<file path="src/rtl/bcd_share_sched_if.sv">
// Request/result bundle between the requesters and the shared BCD scheduler.
// The master side is the requester pool; the slave side is bcd_share_sched.
interface bcd_share_sched_if #(
    parameter int N_REQ = 4
);
    logic [N_REQ-1:0]   req;
    logic [8*N_REQ-1:0] bin_flat;
    logic [N_REQ-1:0]   gnt;
    logic               busy;
    logic               done;
    logic [2:0]         done_id;
    logic [3:0]         cent;
    logic [3:0]         dec;
    logic [3:0]         un;

    modport master (
        output req, bin_flat,
        input  gnt, busy, done, done_id, cent, dec, un
    );

    modport slave (
        input  req, bin_flat,
        output gnt, busy, done, done_id, cent, dec, un
    );
endinterface

</file>
<file path="src/rtl/bcd_share_sched.sv">
// Round-robin scheduler feeding one iterative double-dabble engine shared by N_REQ
// 8-bit requesters; one conversion takes 8 steps and ends in a tagged done pulse.
module bcd_share_sched #(
    parameter int N_REQ = 4
) (
    input logic              clk,
    input logic              rst,
    bcd_share_sched_if.slave bus
);

    typedef enum logic {
        IDLE,
        SHIFT
    } state_e;

    state_e state_q, state_d;

    logic [2:0]       ptr_q, ptr_d;
    logic [3:0]       cnt_q, cnt_d;
    logic [7:0]       sh_q, sh_d;
    logic [3:0]       wCent_q, wCent_d;
    logic [3:0]       wDec_q, wDec_d;
    logic [3:0]       wUn_q, wUn_d;
    logic [2:0]       id_q, id_d;
    logic [N_REQ-1:0] gnt_q, gnt_d;
    logic             done_q, done_d;
    logic [2:0]       doneId_q, doneId_d;
    logic [3:0]       cent_q, cent_d;
    logic [3:0]       dec_q, dec_d;
    logic [3:0]       un_q, un_d;

    logic [7:0]  reqPad;
    logic [63:0] binPad;
    logic [3:0]  idx;
    logic [2:0]  winner;
    logic        found;
    logic [2:0]  nextPtr;

    logic [3:0]  adjCent;
    logic [3:0]  adjDec;
    logic [3:0]  adjUn;
    logic [19:0] stepVec;

    function automatic logic [3:0] addThree(input logic [3:0] digit);
        return (digit >= 4'd5) ? digit + 4'd3 : digit;
    endfunction

    // Round-robin search starting at ptr; padding to 8 keeps indices legal for any N_REQ.
    always_comb begin
        reqPad = 8'(bus.req);
        binPad = 64'(bus.bin_flat);
        winner = '0;
        found  = 1'b0;
        idx    = '0;
        for (int k = 0; k < N_REQ; k++) begin
            idx = {1'b0, ptr_q} + 4'(k);
            if (idx >= 4'(N_REQ)) begin
                idx = idx - 4'(N_REQ);
            end
            if (!found && reqPad[idx[2:0]]) begin
                found  = 1'b1;
                winner = idx[2:0];
            end
        end
        nextPtr = (winner == 3'(N_REQ - 1)) ? 3'd0 : winner + 3'd1;
    end

    // One add-3 then shift over the packed {digits, shift reg}; the top bit drops out.
    always_comb begin
        adjCent = addThree(wCent_q);
        adjDec  = addThree(wDec_q);
        adjUn   = addThree(wUn_q);
        stepVec = {adjCent, adjDec, adjUn, sh_q} << 1;
    end

    always_comb begin
        state_d  = state_q;
        ptr_d    = ptr_q;
        cnt_d    = cnt_q;
        sh_d     = sh_q;
        wCent_d  = wCent_q;
        wDec_d   = wDec_q;
        wUn_d    = wUn_q;
        id_d     = id_q;
        gnt_d    = '0;
        done_d   = 1'b0;
        doneId_d = doneId_q;
        cent_d   = cent_q;
        dec_d    = dec_q;
        un_d     = un_q;

        case (state_q)
            IDLE: begin
                if (found) begin
                    sh_d    = binPad[{winner, 3'b000} +: 8];
                    wCent_d = '0;
                    wDec_d  = '0;
                    wUn_d   = '0;
                    id_d    = winner;
                    gnt_d   = N_REQ'(8'd1 << winner);
                    ptr_d   = nextPtr;
                    cnt_d   = '0;
                    state_d = SHIFT;
                end
            end

            SHIFT: begin
                wCent_d = stepVec[19:16];
                wDec_d  = stepVec[15:12];
                wUn_d   = stepVec[11:8];
                sh_d    = stepVec[7:0];
                cnt_d   = cnt_q + 4'd1;
                // Only the finished digits reach the outputs, on the eighth step.
                if (cnt_q == 4'd7) begin
                    cent_d   = stepVec[19:16];
                    dec_d    = stepVec[15:12];
                    un_d     = stepVec[11:8];
                    done_d   = 1'b1;
                    doneId_d = id_q;
                    state_d  = IDLE;
                end
            end

            default: begin
                state_d = IDLE;
            end
        endcase
    end

    always_ff @(posedge clk) begin
        if (rst) begin
            state_q  <= IDLE;
            ptr_q    <= '0;
            cnt_q    <= '0;
            sh_q     <= '0;
            wCent_q  <= '0;
            wDec_q   <= '0;
            wUn_q    <= '0;
            id_q     <= '0;
            gnt_q    <= '0;
            done_q   <= 1'b0;
            doneId_q <= '0;
            cent_q   <= '0;
            dec_q    <= '0;
            un_q     <= '0;
        end else begin
            state_q  <= state_d;
            ptr_q    <= ptr_d;
            cnt_q    <= cnt_d;
            sh_q     <= sh_d;
            wCent_q  <= wCent_d;
            wDec_q   <= wDec_d;
            wUn_q    <= wUn_d;
            id_q     <= id_d;
            gnt_q    <= gnt_d;
            done_q   <= done_d;
            doneId_q <= doneId_d;
            cent_q   <= cent_d;
            dec_q    <= dec_d;
            un_q     <= un_d;
        end
    end

    assign bus.gnt     = gnt_q;
    assign bus.busy    = (state_q == SHIFT);
    assign bus.done    = done_q;
    assign bus.done_id = doneId_q;
    assign bus.cent    = cent_q;
    assign bus.dec     = dec_q;
    assign bus.un      = un_q;

endmodule

</file>
<file path="src/flat_wrapper.sv">
// flat-port wrapper written by rule: the top's interface ports become plain ports
module bcd_share_sched_flat 
#(
    parameter int N_REQ = 4
)
  (clk, rst, bus_req, bus_bin_flat, bus_gnt, bus_busy, bus_done, bus_done_id, bus_cent, bus_dec, bus_un);
  bcd_share_sched_if #(.N_REQ(N_REQ)) bus_i ();
  input logic clk;
  input logic rst;
  input wire logic [$bits(bus_i.req)-1:0] bus_req;
  input wire logic [$bits(bus_i.bin_flat)-1:0] bus_bin_flat;
  output wire logic [$bits(bus_i.gnt)-1:0] bus_gnt;
  output wire logic [$bits(bus_i.busy)-1:0] bus_busy;
  output wire logic [$bits(bus_i.done)-1:0] bus_done;
  output wire logic [$bits(bus_i.done_id)-1:0] bus_done_id;
  output wire logic [$bits(bus_i.cent)-1:0] bus_cent;
  output wire logic [$bits(bus_i.dec)-1:0] bus_dec;
  output wire logic [$bits(bus_i.un)-1:0] bus_un;
  assign bus_i.req = bus_req;
  assign bus_i.bin_flat = bus_bin_flat;
  assign bus_gnt = bus_i.gnt;
  assign bus_busy = bus_i.busy;
  assign bus_done = bus_i.done;
  assign bus_done_id = bus_i.done_id;
  assign bus_cent = bus_i.cent;
  assign bus_dec = bus_i.dec;
  assign bus_un = bus_i.un;
  bcd_share_sched #(.N_REQ(N_REQ)) u_core (.clk(clk), .rst(rst), .bus(bus_i));
endmodule
</file>
<file path="config.mk">
export PLATFORM = sky130hd
export DESIGN_NAME = bcd_share_sched_flat
export DESIGN_NICKNAME = d
export VERILOG_FILES = /design/src/rtl/bcd_share_sched_if.sv /design/src/rtl/bcd_share_sched.sv /design/src/flat_wrapper.sv
export SDC_FILE = /design/constraint.sdc
export NUM_CORES = 1
export LEC_CHECK = 0
export BUFFER_PORTS_ARGS = -buffer_cell sky130_fd_sc_hd__clkbuf_2
export CAP_MARGIN = 30
export CORE_MARGIN = 3
export CORE_UTILIZATION = 50
export DETAILED_ROUTE_END_ITERATION = 6
export PLACE_DENSITY_LB_ADDON = 0.3
export SYNTH_ARGS = -nofsm -noshare
export SYNTH_HDL_FRONTEND = slang
export SYNTH_SLANG_ARGS = --single-unit
</file>
<file path="constraint.sdc">
create_clock -name clk -period 3.1 [get_ports clk]
set_input_delay 0.62 -clock clk [delete_from_list [all_inputs] [get_ports clk]]
set_output_delay 0.62 -clock clk [all_outputs]
set_load 0.01 [all_outputs]
</file>
==> metrics.csv, run 1 <==
stage,metric,value,unit
global_routing,overflow,0,
sta,clock.fmax,370.3,MHz
sta,min_period,2.700,ns
status,status,finished clean,
floorplanning,rows,27,
sta,hold_viol_final,0,
clock_network,cts_resized,0,
place,numPortBuffers,58,
cells_and_area,drive_gt1_share,23.99,%
critical_path,critPathMaxStageDelay,0.57,ns
global_routing,grt_usage,20.60,%
clock_network,clkSinkCount,51,
yosys,synth_area,0.002907,mm2
yosys,ys_seq_area_share,35.13,%
yosys,yosys_warnings,0,
drt,viasPerCell,5.838,
floorplanning,start_util,52.14,%
clock_network,clk_pin_slew,0.10,ns
global_routing,grt_pass1_vias,2437,
sta,finalSetupViolCount,0,
clock_network,root_buffer,clkbuf_8,
cells_and_area,final_common_cell,clkbuf_2,
cells_and_area,nets,443,
power_and_ir_drop,ir_worst_vdd,0.2794,mV
yosys,synth_cells,344,
hold_path,holdCritPathClass,flip-flop to flip-flop,
cells_and_area,diodes,0,
clock_network,cts_tree,built,
clock_network,numCtsBuffers,5,
power_and_ir_drop,p_leak,1.328,nW
cells_and_area,syn2layout_area_growth,15.76,%
yosys,synth_ff_type,dfxtp_1,
critical_path,critPathMostFrequentCell,ha_1,
yosys,synth_nets,392,
floorplanning,io_pins,59,
clock_network,cts_setup_buffers,0,
critical_path,worst_setup_path_end_kind,flip-flop,
flow_run,maxCapViolations,0,
critical_path,cp_max_fo,11,
drt,first_pass_iters,4,
yosys,synth_edf_count,0,
power_and_ir_drop,power.density,660.2,mW/mm2
sta,rsz0062_at_grt,no,
critical_path,critical_path_class,flip-flop to flip-flop,
sta,tns,0,ns
yosys,synth-seq-cells,51,
floorplanning,fp.dieArea,0.006764,mm2
global_routing,grt_pass1_wl,11.05,mm
drt,routed_wl,6.838,mm
yosys,ys_types,54,
yosys,synth_area_leaders,"dfxtp_1 (35%), a21oi_1 (6.7%), ha_1 (4.3%)",
critical_path,cpMaxStageDelayCell,mux4_2,
drt,drc,0,
clock_network,insertion_delay,0.31,ns
place,place.gp.congestion,0.8423,
floorplanning,core_area,0.005574,mm2
yosys,netlist.area_leader.share,35.13,%
yosys,avgSynthCellArea,8.449,um2
place,placed_cell_area,0.003228,mm2
critical_path,crit_chain,"inv_1, ha_1, mux4_2, and3_1, a31o_1, nor2_1, inv_2, ha_1, nand2_1, a21oi_1",
drt,ant_nets,0,
sta,final.period_utilization,87.10,%
floorplanning,dieHeight,82.25,um
cells_and_area,final_cell_mix,"clkbuf_2 (58), dfxtp_1 (51), a21oi_1 (39)",
drt,drt_iter0_drc,244,
global_routing,grt_max_degree,52,
critical_path,arrival,2.90,ns
yosys,ys_async_sr_fraction,0,%
global_routing,antenna_found_initial,0,
place,hpwl,4.997,mm
clock_network,cts.path.max_buffers,2,
yosys,yosysTopAreaCell,dfxtp_1,
cells_and_area,final_util,60.36,%
critical_path,required,3.30,ns
sta,final_max_slew_viol_count,0,
drt,vias,2732,
floorplanning,die_w,82.25,um
clock_network,htreeDepth,2,
cells_and_area,design_area,0.003364,mm2
drt,wl_per_cell,14.61,um
sta,tightest_slew,0.7446,ns
sta,slew_headroom,50.13,%
clock_network,cts_hold_buf,0,
critical_path,start_kind,flip-flop,
sta,clock_skew,0.008636,ns
## path summary, 6_finish.rpt
kind         cells past startpoint             start          endpoint  slack [ns]
min                              2  u_core.bus.un[0]  u_core.bus.un[0]        0.46
max reg2reg                     10   u_core.ptr_q[1]   u_core.ptr_q[1]        0.40
max                             10   u_core.ptr_q[1]   u_core.ptr_q[1]        0.40
min reg2reg                      2  u_core.bus.un[0]  u_core.bus.un[0]        0.46
## final cells by class
type,count,area (um2)
Fill cell,496,2210
Multi-Input combinational cell,256,1707
Sequential cell,51,1021
Timing Repair Buffer,69,385.4
Tap cell,72,90.09
Clock buffer,5,68.82
Clock inverter,3,47.55
Inverter,12,45.04
## worst max-delay path: cells and delay by family, from the launching register on
| family | cells | cell delay (ns) |
|---|---|---|
| DFF | 1 | 0.36 |
| AOI/OAI and AO/OA | 2 | 0.27 |
| and+or+nand+nor | 3 | 0.48 |
| buffers and inverters | 2 | 0.25 |
| muxes | 1 | 0.57 |
| adders and majority gates | 2 | 0.67 |
## synth_stat cells (all sizes together) (3+ instances only)
cell     count
a211o        8
o2bb2ai      8
nor4         4
mux2         3
xnor2        3
a211oi       6
o211ai      16
mux2i        7
a22oi        8
mux4         3
clkbuf      15
buf         10
a21oi       41
nor3         9
dfxtp       51
inv         12
nor2        29
o21ai        6
nand3       20
nand4        3
a31oi        9
ha          10
nand2       32
nor2b        3
nor3b        9
## registers in the layout, summed over array words and instances (netlist names), 3 cells and up
signal / flops
u_core.bus.dec: 4
u_core.sh_q: 8
u_core.bus.cent: 4
u_core.bus.gnt: 4
u_core.wCent_q: 4
u_core.bus.done_id: 3
u_core.bus.un: 4
u_core.id_q: 3
u_core.wDec_q: 4
u_core.cnt_q: 4
u_core.wUn_q: 4
u_core.ptr_q: 3
## where the power goes
| group | internal [W] | switching [W] |
|---|---|---|
| Clock | 0.000245 | 0.000230 |
| Sequential | 0.000739 | 0.0000524 |
| Combinational | 0.000375 | 0.000579 |
## metrics by stage
stage / power (W) / instances / hold slack [ns] / setup slack [ns]
after floorplan: 0.001554 / 344 / 0.4271 / 0.2029
after global placement: 0.001717 / 459 / 0.4425 / 0.3307
after detailed placement: 0.001747 / 459 / 0.4453 / 0.2905
after CTS: 0.002216 / 467 / 0.4616 / 0.3649
after global routing: 0.002354 / 468 / 0.4752 / 0.2350
final: 0.002221 / 468 / 0.4589 / 0.3998
## metal layers
metal | GRT usage (%) | routed length, um | up-vias
met5 | 0 | 0 | -
met4 | 6.977 | 129 | 0
met3 | 4.230 | 324 | 14
met2 | 32.45 | 3260 | 67
met1 | 27.94 | 3122 | 1281
li1 | - | - | 1370
## logic make-up (layout without fill, tap and decap cells)
kind of cell	count (synthesis)	count (layout)	synth area share, %
and+or+nand+nor	120	120	21.83
xor gates and xnor gates	3	3	0.9042
buffers and inverters	37	89	6.155
adders and majority gates	10	10	4.305
AOI/OAI and AO/OA	110	110	25.79
muxes	13	13	5.897
DFF	51	51	35.13
Note: power is estimated with default switching activity, not from simulation.
==> inputs of run 2 (changes only) <==
==> constraint.sdc (replaced) <==
create_clock -name clk -period 3.1 [get_ports clk]
set_input_delay 0.155 -clock clk [delete_from_list [all_inputs] [get_ports clk]]
set_output_delay 0.155 -clock clk [all_outputs]
set_load 0.01 [all_outputs]
==> metrics.csv, run 2 (same netlist as run 1, synthesis figures left out) <==
stage,metric,value,unit,change
hold_path,min_to,u_core.bus.done_id[1],,
critical_path,worst_setup_path_end_kind,flip-flop,,
hold_path,holdCritPathClass,input pin to flip-flop,,
drt,wl_per_cell,15.02,um,+2.8%
critical_path,crit_chain,"inv_1, ha_1, mux4_2, and3_1, a31o_1, nor2_1, inv_2, ha_1, nand2_1, a21oi_1",,
sta,tightest_slew,0.7543,ns,+0.009724 ns
cells_and_area,nets,441,,-0.45%
power_and_ir_drop,netSwitchingFraction,38.52,%,-0.29 points
critical_path,arrival,2.90,ns,about the same
clock_network,cts_setup_buffers,0,,unchanged
power_and_ir_drop,p_leak,1.311,nW,-1.2%
critical_path,critPathMaxStageDelay,0.57,ns,about the same
place,placed_cell_area,0.003213,mm2,-0.47%
place,placed_cells,457,,-0.44%
flow_run,maxCapViolations,0,,unchanged
critical_path,rr_startpoint,u_core.ptr_q[0],,
critical_path,r2r-end,u_core.ptr_q[1],,
critical_path,reg2reg_slack,0.40,ns,about the same
global_routing,overflow,0,,unchanged
sta,clock_skew,0.01279,ns,+0.004159 ns
floorplanning,die_w,82.25,um,unchanged
cells_and_area,stdcell_count,465,,-0.64%
power_and_ir_drop,p_seq_share,36.0,%,+0.4 points
drt,viasPerCell,5.778,,-1.0%
drt,first_pass_iters,5,,+1
power_and_ir_drop,ir_worst_vdd,0.3233,mV,+16%
floorplanning,io_pins,59,,unchanged
cells_and_area,design_area,0.003336,mm2,-0.86%
power_and_ir_drop,combPwrFrac,43.6,%,+0.6 points
place,place.gp.congestion,0.8584,,+1.9%
drt,drc,0,,unchanged
critical_path,crit_buf_inv,2,,unchanged
power_and_ir_drop,p_clk_share,20.4,%,-1.0 points
clock_network,cts_tree,built,,
floorplanning,start_util,52.14,%,unchanged
critical_path,r2r_cells,10,,unchanged
sta,rsz0062_at_grt,no,,
clock_network,cts_hold_buf,0,,unchanged
critical_path,critPathMostFrequentCell,ha_1,,
global_routing,grt_pass1_vias,2513,,+3.1%
sta,final_max_slew_viol_count,0,,unchanged
drt,routed_wl,6.983,mm,+2.1%
critical_path,cpMaxStageDelayCell,mux4_2,,
global_routing,grt_usage,21.97,%,+1.4 points
global_routing,grt_pass1_wl,11.61,mm,+5.0%
cells_and_area,final_common_cell,clkbuf_2,,
sta,clock.fmax,370.1,MHz,about the same
sta,tns,0,ns,unchanged
global_routing,antenna_found_initial,0,,unchanged
critical_path,cp_max_fo,11,,unchanged
clock_network,cts.path.max_buffers,2,,unchanged
floorplanning,core_area,0.005574,mm2,unchanged
power_and_ir_drop,power,0.002184,W,-1.7%
clock_network,htreeDepth,2,,unchanged
clock_network,clk_pin_slew,0.09,ns,about the same
critical_path,start_kind,flip-flop,,
sta,min_period,2.702,ns,+0.001859 ns
place,numPortBuffers,58,,unchanged
hold_path,worstHoldStart,rst,,
critical_path,required,3.30,ns,about the same
global_routing,grt_max_degree,52,,unchanged
power_and_ir_drop,power.density,654.7,mW/mm2,-0.84%
cells_and_area,drive_gt1_share,23.16,%,-0.83 points
clock_network,root_buffer,clkbuf_8,,
drt,vias,2687,,-1.6%
place,hpwl,5.118,mm,+2.4%
clock_network,cts_resized,0,,unchanged
sta,slew_headroom,49.48,%,-0.65 points
drt,ant_nets,0,,unchanged
sta,hold_viol_final,0,,unchanged
cells_and_area,final_cell_mix,"clkbuf_2 (58), dfxtp_1 (51), a21oi_1 (39)",,
clock_network,insertion_delay,0.30,ns,about the same
hold_path,min_path_cells,2,,unchanged
cells_and_area,top_register,u_core.sh_q,,
sta,final.period_utilization,87.16,%,about the same
power_and_ir_drop,switching_power,0.0008413,W,-2.4%
critical_path,cp_top_family,adder cells,,
clock_network,numCtsBuffers,5,,unchanged
clock_network,clkSinkCount,51,,unchanged
floorplanning,rows,27,,unchanged
drt,drt_iter0_drc,261,,+7.0%
critical_path,critical_path_class,flip-flop to flip-flop,,
floorplanning,fp.dieArea,0.006764,mm2,unchanged
cells_and_area,syn2layout_area_growth,14.77,%,
cells_and_area,largest_reg_flops,8,,unchanged
floorplanning,dieHeight,82.25,um,unchanged
status,status,finished clean,,
power_and_ir_drop,p_int,0.001343,W,-1.2%
cells_and_area,diodes,0,,unchanged
cells_and_area,num-fill-cells,496,,unchanged
sta,finalSetupViolCount,0,,unchanged
==> run 2: cell types whose count changed in the layout (fill, tap and decap cells not counted), sizes merged <==
cell,change
buf,-2
clkbuf,+1
clkinv,-1
inv,-1
==> run 2: worst max-delay path by stage <==
stage	cells after the start	start	to
floorplan	12	u_core.ptr_q[0]	u_core.ptr_q[1]
global route	9	u_core.ptr_q[0]	u_core.ptr_q[1]
CTS	10	u_core.ptr_q[0]	u_core.ptr_q[1]
finish	10	u_core.ptr_q[0]	u_core.ptr_q[1]
detailed placement	10	u_core.ptr_q[0]	u_core.ptr_q[1]
global placement	10	u_core.ptr_q[0]	u_core.ptr_q[1]
==> run 2: metal layers <==
metal  part of all wire (%)  track usage (%)  up-vias
li1                       -                -     1363
met1                     45            28.34     1259
met2                     49            37.98       61
met3                    4.8            4.555        4
met4                   0.57            3.987        0
met5                      0                0        -
==> run 2: power groups by stage <==
stage               clock network, W  registers, W  logic (W)
CTS                         0.000455      0.000787   0.000938
floorplan                          0      0.000799   0.000755
finish                      0.000445      0.000787   0.000952
global placement                   0      0.000798   0.000906
global route                0.000480      0.000798    0.00105
detailed placement                 0      0.000801   0.000936
==> run 2: final cells by class <==
type,instances,area (um2),share of cell area (%)
multi-input combinational,256,1707,51.16
sequential,51,1021,30.61
clock inverter,1,30.03,0.9002
inverter,12,45.04,1.350
clock buffer,6,72.57,2.176
timing repair buffer,67,370.4,11.10
tap,72,90.09,2.701
==> run 2: per-stage QoR <==
stage                     worst slack, ns  hold slack, ns  utilization, %
after floorplan                    0.2029          0.3774               -
final                              0.3980         0.05376           59.84
after global routing               0.2103         0.04767           59.84
after CTS                          0.3595          0.1801           59.48
after global placement             0.4376          0.4398           57.64
after detailed placement           0.3798          0.4464           57.64
